**src/rtl/mem_result_streamer_pkg.sv**
```systemverilog
// Shared types and defaults for the result-memory dump path.
// The default sizes are also used by the result memory and the compute circuit.
package mem_result_streamer_pkg;

  localparam int DEF_DATA_W = 32;
  localparam int DEF_ADDR_W = 7;
  localparam int DEF_DEPTH  = 128;

  typedef enum logic [2:0] {
    IDLE = 3'd0,
    READ = 3'd1,
    CAPT = 3'd2,
    SEND = 3'd3,
    FIN  = 3'd4
  } state_e;

  function automatic int unsigned bytes_per_word(input int unsigned w);
    return w / 32'd8;
  endfunction

  localparam int BYTES_PER_WORD = bytes_per_word(DEF_DATA_W);

endpackage

```
**src/rtl/mem_result_streamer_if.sv**
```systemverilog
// Memory read port plus byte stream between the streamer and its neighbours.
// The master side is the streamer; the slave side is memory plus host.
interface mem_result_streamer_if
  import mem_result_streamer_pkg::*;
#(
  parameter int DATA_W = DEF_DATA_W,
  parameter int ADDR_W = DEF_ADDR_W
);

  logic [ADDR_W-1:0] mem_index;
  logic [DATA_W-1:0] mem_data;
  logic [7:0]        out_data;
  logic              out_valid;
  logic              out_ready;

  modport master (
    output mem_index,
    input  mem_data,
    output out_data,
    output out_valid,
    input  out_ready
  );

  modport slave (
    input  mem_index,
    output mem_data,
    input  out_data,
    input  out_valid,
    output out_ready
  );

endinterface

```
**src/rtl/mem_result_streamer_word_serializer.sv**
```systemverilog
// Splits one loaded word into bytes, least significant byte first, on a valid/ready stream.
// data/valid hold steady while the consumer stalls.
module word_serializer #(
  parameter int DATA_W = 32
) (
  input  logic              clk,
  input  logic              rst,
  input  logic              load,
  input  logic [DATA_W-1:0] load_data,
  input  logic              ready,
  output logic [7:0]        data,
  output logic              valid,
  output logic              last_byte
);

  localparam int NBYTES = DATA_W / 8;
  localparam int BC_W   = (NBYTES > 1) ? $clog2(NBYTES) : 1;
  localparam logic [BC_W-1:0] LAST_CNT = BC_W'(NBYTES - 1);

  logic [DATA_W-1:0] shift_r;
  logic [DATA_W-1:0] shifted_s;
  logic [BC_W-1:0]   cnt_r;
  logic [7:0]        data_r;
  logic              valid_r;

  assign shifted_s = shift_r >> 4'd8;
  assign last_byte = (cnt_r == LAST_CNT);
  assign data      = data_r;
  assign valid     = valid_r;

  // Shift register, byte counter and registered stream outputs
  always_ff @(posedge clk) begin
    if (!rst) begin
      shift_r <= {DATA_W{1'b0}};
      cnt_r   <= {BC_W{1'b0}};
      data_r  <= 8'd0;
      valid_r <= 1'b0;
    end else if (load) begin
      shift_r <= load_data;
      cnt_r   <= {BC_W{1'b0}};
      data_r  <= load_data[7:0];
      valid_r <= 1'b1;
    end else if (valid_r && ready) begin
      if (last_byte) begin
        cnt_r   <= {BC_W{1'b0}};
        valid_r <= 1'b0;
      end else begin
        shift_r <= shifted_s;
        data_r  <= shifted_s[7:0];
        cnt_r   <= cnt_r + BC_W'(1);
        valid_r <= 1'b1;
      end
    end else begin
      shift_r <= shift_r;
      cnt_r   <= cnt_r;
      data_r  <= data_r;
      valid_r <= valid_r;
    end
  end

endmodule

```
**src/rtl/mem_result_streamer.sv**
```systemverilog
// Dumps result memory words 0..DEPTH-1 as a byte stream when start rises,
// accumulating a wrapping additive checksum of the dumped words.
module mem_result_streamer
  import mem_result_streamer_pkg::*;
#(
  parameter int DATA_W = DEF_DATA_W,
  parameter int ADDR_W = DEF_ADDR_W,
  parameter int DEPTH  = DEF_DEPTH
) (
  input  logic                     clk,
  input  logic                     rst,
  input  logic                     start,
  mem_result_streamer_if.master    bus,
  output logic                     busy,
  output logic                     finished,
  output logic [DATA_W-1:0]        checksum
);

  localparam logic [ADDR_W-1:0] LAST_IDX = ADDR_W'(DEPTH - 1);

  state_e            state_r;
  state_e            state_n_s;
  logic              start_q_r;
  logic [ADDR_W-1:0] mem_index_r;
  logic [DATA_W-1:0] checksum_r;
  logic              busy_r;
  logic              finished_r;

  logic trigger_s;
  logic clear_s;
  logic load_s;
  logic word_inc_s;
  logic enter_fin_s;
  logic accept_s;
  logic last_byte_s;
  logic ser_valid_s;
  logic [7:0] ser_data_s;

  assign trigger_s     = start && !start_q_r;
  assign accept_s      = ser_valid_s && bus.out_ready;
  assign bus.mem_index = mem_index_r;
  assign bus.out_data  = ser_data_s;
  assign bus.out_valid = ser_valid_s;
  assign busy          = busy_r;
  assign finished      = finished_r;
  assign checksum      = checksum_r;

  word_serializer #(.DATA_W(DATA_W)) u_ser (
    .clk       (clk),
    .rst       (rst),
    .load      (load_s),
    .load_data (bus.mem_data),
    .ready     (bus.out_ready),
    .data      (ser_data_s),
    .valid     (ser_valid_s),
    .last_byte (last_byte_s)
  );

  // Next-state and per-cycle control strobes
  always_comb begin
    state_n_s   = state_r;
    clear_s     = 1'b0;
    load_s      = 1'b0;
    word_inc_s  = 1'b0;
    enter_fin_s = 1'b0;
    case (state_r)
      IDLE: begin
        if (trigger_s) begin
          state_n_s = READ;
          clear_s   = 1'b1;
        end else begin
          state_n_s = IDLE;
        end
      end
      READ: state_n_s = CAPT;
      CAPT: begin
        state_n_s = SEND;
        load_s    = 1'b1;
      end
      SEND: begin
        if (accept_s && last_byte_s) begin
          // The index stops at DEPTH-1; the dump ends rather than wrapping.
          if (mem_index_r < LAST_IDX) begin
            state_n_s  = READ;
            word_inc_s = 1'b1;
          end else begin
            state_n_s   = FIN;
            enter_fin_s = 1'b1;
          end
        end else begin
          state_n_s = SEND;
        end
      end
      FIN:     state_n_s = IDLE;
      default: state_n_s = IDLE;
    endcase
  end

  // State, edge history, word index, checksum and status registers
  always_ff @(posedge clk) begin
    if (!rst) begin
      state_r     <= IDLE;
      start_q_r   <= 1'b1;
      mem_index_r <= {ADDR_W{1'b0}};
      checksum_r  <= {DATA_W{1'b0}};
      busy_r      <= 1'b0;
      finished_r  <= 1'b0;
    end else begin
      state_r    <= state_n_s;
      start_q_r  <= start;
      finished_r <= enter_fin_s;
      if (clear_s) begin
        mem_index_r <= {ADDR_W{1'b0}};
        checksum_r  <= {DATA_W{1'b0}};
        busy_r      <= 1'b1;
      end else if (word_inc_s) begin
        mem_index_r <= mem_index_r + ADDR_W'(1);
      end else if (load_s) begin
        checksum_r <= checksum_r + bus.mem_data;
      end else if (enter_fin_s) begin
        busy_r <= 1'b0;
      end else begin
        mem_index_r <= mem_index_r;
      end
    end
  end

endmodule

```
**src/flat_wrapper.sv**
```systemverilog
// flat-port wrapper written by rule: the top's interface ports become plain ports
module mem_result_streamer_flat import mem_result_streamer_pkg::*;
#(
  parameter int DATA_W = DEF_DATA_W,
  parameter int ADDR_W = DEF_ADDR_W,
  parameter int DEPTH  = DEF_DEPTH
)
  (clk, rst, start, busy, finished, checksum, bus_mem_index, bus_mem_data, bus_out_data, bus_out_valid, bus_out_ready);
  mem_result_streamer_if #(.DATA_W(DATA_W), .ADDR_W(ADDR_W)) bus_i ();
  input  logic clk;
  input  logic rst;
  input  logic start;
  output logic busy;
  output logic finished;
  output logic [DATA_W-1:0] checksum;
  output wire logic [$bits(bus_i.mem_index)-1:0] bus_mem_index;
  input wire logic [$bits(bus_i.mem_data)-1:0] bus_mem_data;
  output wire logic [$bits(bus_i.out_data)-1:0] bus_out_data;
  output wire logic [$bits(bus_i.out_valid)-1:0] bus_out_valid;
  input wire logic [$bits(bus_i.out_ready)-1:0] bus_out_ready;
  assign bus_mem_index = bus_i.mem_index;
  assign bus_i.mem_data = bus_mem_data;
  assign bus_out_data = bus_i.out_data;
  assign bus_out_valid = bus_i.out_valid;
  assign bus_i.out_ready = bus_out_ready;
  mem_result_streamer #(.DATA_W(DATA_W), .ADDR_W(ADDR_W), .DEPTH(DEPTH)) u_core (.clk(clk), .rst(rst), .start(start), .bus(bus_i), .busy(busy), .finished(finished), .checksum(checksum));
endmodule
```
**config.mk**
```make
export PLATFORM = sky130hd
export DESIGN_NAME = mem_result_streamer_flat
export DESIGN_NICKNAME = d
export VERILOG_FILES = /design/src/rtl/mem_result_streamer_pkg.sv /design/src/rtl/mem_result_streamer_if.sv /design/src/rtl/mem_result_streamer_word_serializer.sv /design/src/rtl/mem_result_streamer.sv /design/src/flat_wrapper.sv
export SDC_FILE = /design/constraint.sdc
export NUM_CORES = 1
export LEC_CHECK = 0
export ABC_AREA = 1
export CORE_MARGIN = 2
export CORE_UTILIZATION = 60
export DETAILED_ROUTE_END_ITERATION = 16
export HOLD_SLACK_MARGIN = 0.1
export MAX_ROUTING_LAYER = met4
export PLACE_DENSITY = 0.87
export SKIP_LAST_GASP = 1
export SLEW_MARGIN = 20
export SYNTH_ARGS = -nofsm -noshare
export SYNTH_HDL_FRONTEND = slang
export SYNTH_HIERARCHICAL = 1
export SYNTH_SLANG_ARGS = --single-unit
```
**constraint.sdc**
```tcl
create_clock -name clk -period 2.9 [get_ports clk]
set_clock_uncertainty 0.1 [all_clocks]
set_input_delay 0.58 -clock clk [delete_from_list [all_inputs] [get_ports clk]]
set_output_delay 0.58 -clock clk [all_outputs]
set_load 0.03 [all_outputs]
```
==> results.yml <==
route:
  viasPerCell: 5.10
  wl_per_cell_microns: 12.8
  drtAntennaViolNets: 0
  drt_iter0_markers: 438
  drc: 0
  drtPass1Iterations: 5
  finalWirelength_mm: 15.4
  vias: 6145
yosys:
  synth_top_area_share_pct: 27.1
  yosysUniqueCellTypes: 35
  synthesis.nets: 1071
  synth-edff-count: 0
  synth_warnings: 6
  syn_avg_cell_area_sq_um: 5.89
  ys_seq_elements: 80
  synthTopCellsByArea: "dfxtp_1 27%, nand2_1 23%, inv_1 10%"
  synthFlopType: "dfxtp_1"
  synth-seq-area-share_pct: 27.1
  async_flop_share_pct: 0
  synthCells: 1001
  yosysTopAreaCell: "dfxtp_1"
  netlist_area_sq_mm: 0.00590
die:
  die_w_microns: 103
  rows: 36
  pin_count: 86
  start_util_pct: 61.2
  die_area_sq_mm: 0.0106
  core_area_sq_mm: 0.00964
  fp.dieH_microns: 103
global_routing:
  grt.busiest_layer: "met2"
  track_usage_pct: 30.7
  grt_pass1_vias: 5414
  grt_use_met3_pct: 2.96
  grt_first_pass_wirelength_mm: 24.9
  grt_overflow: 0
  use_met1_pct: 39.4
  grt.met2_usage_pct: 50.3
  grt_start_max_net_pins: 85
  antenna_found_initial: 0
power_and_ir_drop:
  max-vdd-ir-drop_uv: 306
  leakage_nw: 3.61
  power.density_mw_per_mm2: 430
placed_design:
  place_congestion: 1.03
  dp_slack_ns: 0.0958
  post-dp-hpwl_mm: 11.7
  port_buffers: 85
worst_setup_path:
  rr_worst_depth: 12
  end_kind: "flop"
  startpoint_type: "input pin"
  regToRegSetupSlack_ns: 0.73
  crit_fanout: 5
  critical_path.startpoint: "bus_mem_data[0]"
  rr_endpoint: "u_core/checksum[28]$_SDFFE_PP0P_"
  cp.arrival_ns: 2.63
  crit_required_ns: 3.05
  rr_startpoint: "u_core/checksum[0]$_SDFFE_PP0P_"
  path_class: "in -> reg"
timing:
  fin_crit_ns: 2.48
  max_freq_ghz: 0.403
  setup_tns_ns: 0
  setup_ws_ns: 0.419
  setup_viol: 0
  post-route-period-util_pct: 85.6
  rsz0062_at_grt: "false"
  worst_pin_slew_ns: 0.404
  hold_viol_final: 0
  finalMaxSlewViolations: 0
  slew_headroom_pct: 73.1
finish:
  final_core_util_pct: 71.9
  multiInputGateArea_sq_mm: 0.00345
  syn_to_final_growth_pct: 17.5
  antenna_cells: 0
  drive_gt1_share_pct: 4.11
  fillers: 895
  regArea_sq_mm: 0.00160
  final_nets: 1136
cts:
  cts_setup_buffers: 0
  htree_levels: 3
  path_clk_slew_ns: 0.09
  clk_latency_ns: 0.36
  cts_sinks: 80
  cts_tree: "done"
  cts_root_buffer: "clkbuf_8"
  numCtsBuffers: 9
  ctsResizeCount: 0
  cts_max_path_buffers: 2
  ctsHoldBuffers: 0
run:
  cap_violations: 0
worst_hold_path:
  hp-class: "reg -> reg"
  whs_path_depth: 2
  min-delay-start: "u_core/bus.mem_index[5]$_SDFFE_PP0P_"
  holdPathEnd: "u_core/bus.mem_index[5]$_SDFFE_PP0P_"
run_status:
  status: "completed"
-- state kept, by name (all words and copies together), names as in the netlist --
signal                cells
u_core/u_ser/shift_r     32
u_core/bus.mem_index      7
u_core/busy               1
u_core/checksum          32
u_core/u_ser/valid        1
u_core/u_ser/cnt_r        2
u_core/finished           1
u_core/start_q_r          1
u_core/state_r            3
-- cells in the mapped netlist, types with 2 or more instances --
master / number
a21oi_1: 66
and2_1: 2
buf_2: 9
buf_4: 16
buf_6: 4
clkbuf_1: 5
dfxtp_1: 80
ha_1: 33
inv_1: 158
inv_2: 5
nand2_1: 357
nand2_2: 7
nand3_1: 79
nand3b_1: 2
nand4_1: 4
nor2_1: 111
nor2_2: 4
nor3_1: 3
nor3_2: 2
o21ai_0: 18
o21ai_1: 5
o21bai_1: 3
or2_2: 2
xnor2_1: 2
xor2_1: 14
-- worst max-delay path, stage by stage --
cell and delay, ns:
clkdlybuf4s50_1 0.43, ha_1 0.25, fa_1 0.47, nand3_1 0.13, nand3_1 0.14, nand3_1 0.10
nand3_1 0.14, nand2_1 0.12, nand2_1 0.06, nand2_1 0.06, nand3_1 0.06, nand2_1 0.08
inv_1 0.04
-- kinds of logic after synthesis --
group                    share of synthesized area [%]
flip-flops                                        27.1
AO/OA/AOI/OAI                                     8.35
adder cells (fa/ha/maj)                           7.34
XOR/XNOR                                          2.37
buffers and inverters                             14.4
AND/OR/NAND/NOR                                   40.4
-- how the worst max path moves through the flow --
stage	endpoint	slack (ns)	depth (start not counted)
2_1_floorplan	u_core/checksum[12]$_SDFFE_PP0P_	0.77	9
3_3_place_gp	u_core/checksum[20]$_SDFFE_PP0P_	0.15	13
3_5_place_dp	u_core/checksum[20]$_SDFFE_PP0P_	0.1	13
4_1_cts	u_core/checksum[20]$_SDFFE_PP0P_	0.46	13
5_1_grt	u_core/checksum[20]$_SDFFE_PP0P_	0.28	13
6_report	u_core/checksum[28]$_SDFFE_PP0P_	0.42	13
-- per-layer routing --
layer	routed length [microns]	vias to the layer above
met5	0	-
met4	492	0
met3	882	39
met2	7190	210
met1	6870	2701
li1	-	3195
-- power by group --
part           internal (W)  total, W  switching [W]
clock network      0.000402  0.000856       0.000454
registers           0.00115   0.00120      0.0000486
logic              0.000335  0.000921       0.000585
-- metrics by stage --
step                std cells  cell area [sq um]  total power, W  hold WS, ns
floorplan                1001               5900         0.00186        0.343
global placement         1188               6740         0.00212        0.353
detailed placement       1188               6740         0.00213        0.367
CTS                      1204               6930         0.00298        0.379
global route             1204               6930         0.00313        0.404
finish                   1204               6930         0.00298        0.376
-- cell type report --
class / instances / share of cell area (%)
clock inverters: 6 / 0.975
multi-input cells: 723 / 49.8
repair buffers: 88 / 13.0
flip-flops and latches: 80 / 23.1
inverters: 164 / 8.95
clock buffers: 10 / 1.84
well taps: 133 / 2.40
-- layout by cell type (no fill, tap or decap), types with 2 or more instances in the layout --
master / count
inv_6: 2
o21bai_1: 3
o21ai_0: 18
dfxtp_1: 80
xnor2_1: 2
nand4_1: 4
ha_1: 33
nor2_2: 4
inv_1: 158
a21oi_1: 66
nand3_1: 79
nor2_1: 111
buf_12: 2
xor2_1: 14
nor3_1: 3
nand2_2: 7
nor3_2: 2
clkdlybuf4s50_1: 85
clkbuf_8: 9
o21ai_1: 5
inv_2: 5
nand2_1: 357
clkinvlp_4: 2
or2_2: 2
and2_1: 2
nand3b_1: 2
(Power assumes the default switching activity.)
==> RTL edit: new RTL, config.mk and constraints unchanged <==
Change the package constant `DEF_ADDR_W` from 7 to 6.
--- a/src/rtl/mem_result_streamer_pkg.sv
+++ b/src/rtl/mem_result_streamer_pkg.sv
@@ -3,7 +3,7 @@
 package mem_result_streamer_pkg;
 
   localparam int DEF_DATA_W = 32;
-  localparam int DEF_ADDR_W = 7;
+  localparam int DEF_ADDR_W = 6;
   localparam int DEF_DEPTH  = 128;
 
   typedef enum logic [2:0] {
Interface: changed (resized bus_mem_index); port bits go from 86 to 85. The function was not compared with the original's and may differ.
==> RTL edit against the original RTL <==
Design area down 0.56%; sequential cell count is 1 lower; total power grew 5.2%; non-clock buffer count increased by 1; synthesized area down 1.3%; wire length increased by 2.5%; worst setup slack improved by 0.00093 ns.
==> RTL edit: results (changes against the original RTL) <==
detailed_routing:
  routed_wl_mm: 15.8  # +2.5%
  antenna_left: 0  # unchanged
  via_per_inst: 5.28  # +3.4%
  wire_per_inst_um: 13.6  # +6.4%
  first_iter_violations: 377  # -14%
  first_pass_iters: 7  # +2
  met2_wirelength_mm: 7.09  # -1.4%
  wl_met3_mm: 1.18  # +34%
  top_layer_used: "met4"
  wl_met1_mm: 6.81  # -0.93%
clock_tree:
  cts_buffers: 9  # unchanged
  clkLatencyLatePin_ns: 0.35
  cts_max_level: 3  # unchanged
  clock-root-buffer: "clkbuf_8"
  cts_setup_buffers: 0  # unchanged
  cts.clk_slew.worst_paths_ns: 0.09  # about the same
  cts_buffer_depth: 2  # unchanged
yosys:
  async_flop_share_pct: 0  # unchanged
  ys.flop_type: "dfxtp_1"
  ys_types: 34  # -2.9%
  synth_commonest_cells: "nand2_1, inv_1, dfxtp_1"
  syn-num-nets: 1029  # -3.9%
  netlist_instances: 959  # -4.2%
  synth_area_leaders: "dfxtp_1, nand2_1, inv_1, ha_1, nand3_1"
  ys_seq_area_share_pct: 27.2  # about the same
  ys_warn_count: 6  # unchanged
global_routing:
  antenna_found_initial: 0  # unchanged
  grt_pass1_vias: 5513  # +1.8%
  grt_start_max_net_pins: 56  # -34%
  grt_first_pass_wirelength_mm: 25.5  # +2.6%
  grt_usage_pct: 32.0  # +1.3 points
cells_and_area:
  antenna_cells: 0  # unchanged
  fillers: 808  # -9.7%
  fin_nets: 1095  # -3.6%
  drive_gt1_share_pct: 3.79  # -0.32 points
power:
  p_leak_nw: 3.62  # +0.17%
  peakVddDrop_mv: 0.321  # +4.9%
placement:
  io_buffers: 84  # -1.2%
  hpwl_mm: 11.7  # +0.20%
  routabilityCongestion: 0.982  # -5.0%
  placed_cell_area_um2: 6650  # -1.3%
worst_setup_path:
  cp_max_fo: 4  # -1
  crit_family: "simple AND/OR/NAND/NOR gates"
  crit_slowest_cell: "fa_1"
  critPathMaxStageDelay_ns: 0.46
hold_path:
  hp-class: "flip-flop to flip-flop"
outcome:
  outcome: "finished, final reports clean"
timing:
  tightest_slew_ns: 0.621  # +0.218 ns
-- RTL edit: final timing paths --
path                                             from                    end  slack [ns]  cells after the start
worst max-delay path                  bus_mem_data[0]    u_core/checksum[20]        0.42                     13
worst min-delay path            u_core/u_ser/cnt_r[0]  u_core/u_ser/cnt_r[0]        0.37                      2
worst max register to register     u_core/checksum[0]    u_core/checksum[20]        0.75                     12
worst min register to register  u_core/u_ser/cnt_r[0]  u_core/u_ser/cnt_r[0]        0.37                      2
-- RTL edit: logic make-up (layout without fill, tap and decap cells) --
| kind of cell | Yosys count | count (layout) | synth area share [%] |
|---|---|---|---|
| AOI/OAI and AO/OA | 123 | 123 | 12.2 |
| xor gates and xnor gates | 15 | 15 | 2.26 |
| adders and majority gates | 34 | 34 | 7.43 |
| buffers and inverters | 197 | 268 | 14.5 |
| DFF | 79 | 79 | 27.2 |
| and+or+nand+nor | 511 | 511 | 36.5 |
-- RTL edit: routing by layer --
layer | vias up | track usage [%]
met3 | 47 | 4.34
met4 | 0 | 17.5
met5 | - | -
li1 | 3101 | -
met2 | 272 | 50.1
met1 | 2697 | 40.0
-- RTL edit: through the flow --
step           util (%)  setup slack, ns
2_1_floorplan         -            0.761
3_3_place_gp       71.3            0.153
3_5_place_dp       71.3            0.102
4_1_cts            73.9            0.459
5_1_grt            73.9            0.280
6_report           73.9            0.420
-- RTL edit: power by group --
| group | internal (mW) | switching [mW] | leakage, nW | total [mW] |
|---|---|---|---|---|
| Sequential | 1.14 | 0.0497 | 0.641 | 1.19 |
| Combinational | 0.336 | 0.584 | 2.86 | 0.920 |
| Clock | 0.579 | 0.445 | 0.117 | 1.02 |
-- RTL edit: tightest hold or removal path, delay by kind of cell, from the launching register on --
family / cells / cell delay [ns]
buf+inv: 1 / 0.06
flops: 1 / 0.32
compound gates: 1 / 0.05
-- RTL edit: area by class of cell --
type | instances | area share (%)
Multi-Input combinational cell | 683 | 49.3
Sequential cell | 79 | 22.9
Clock buffer | 10 | 1.85
Inverter | 163 | 8.95
Clock inverter | 6 | 1.67
Tap cell | 129 | 2.34
Timing Repair Buffer | 89 | 12.9
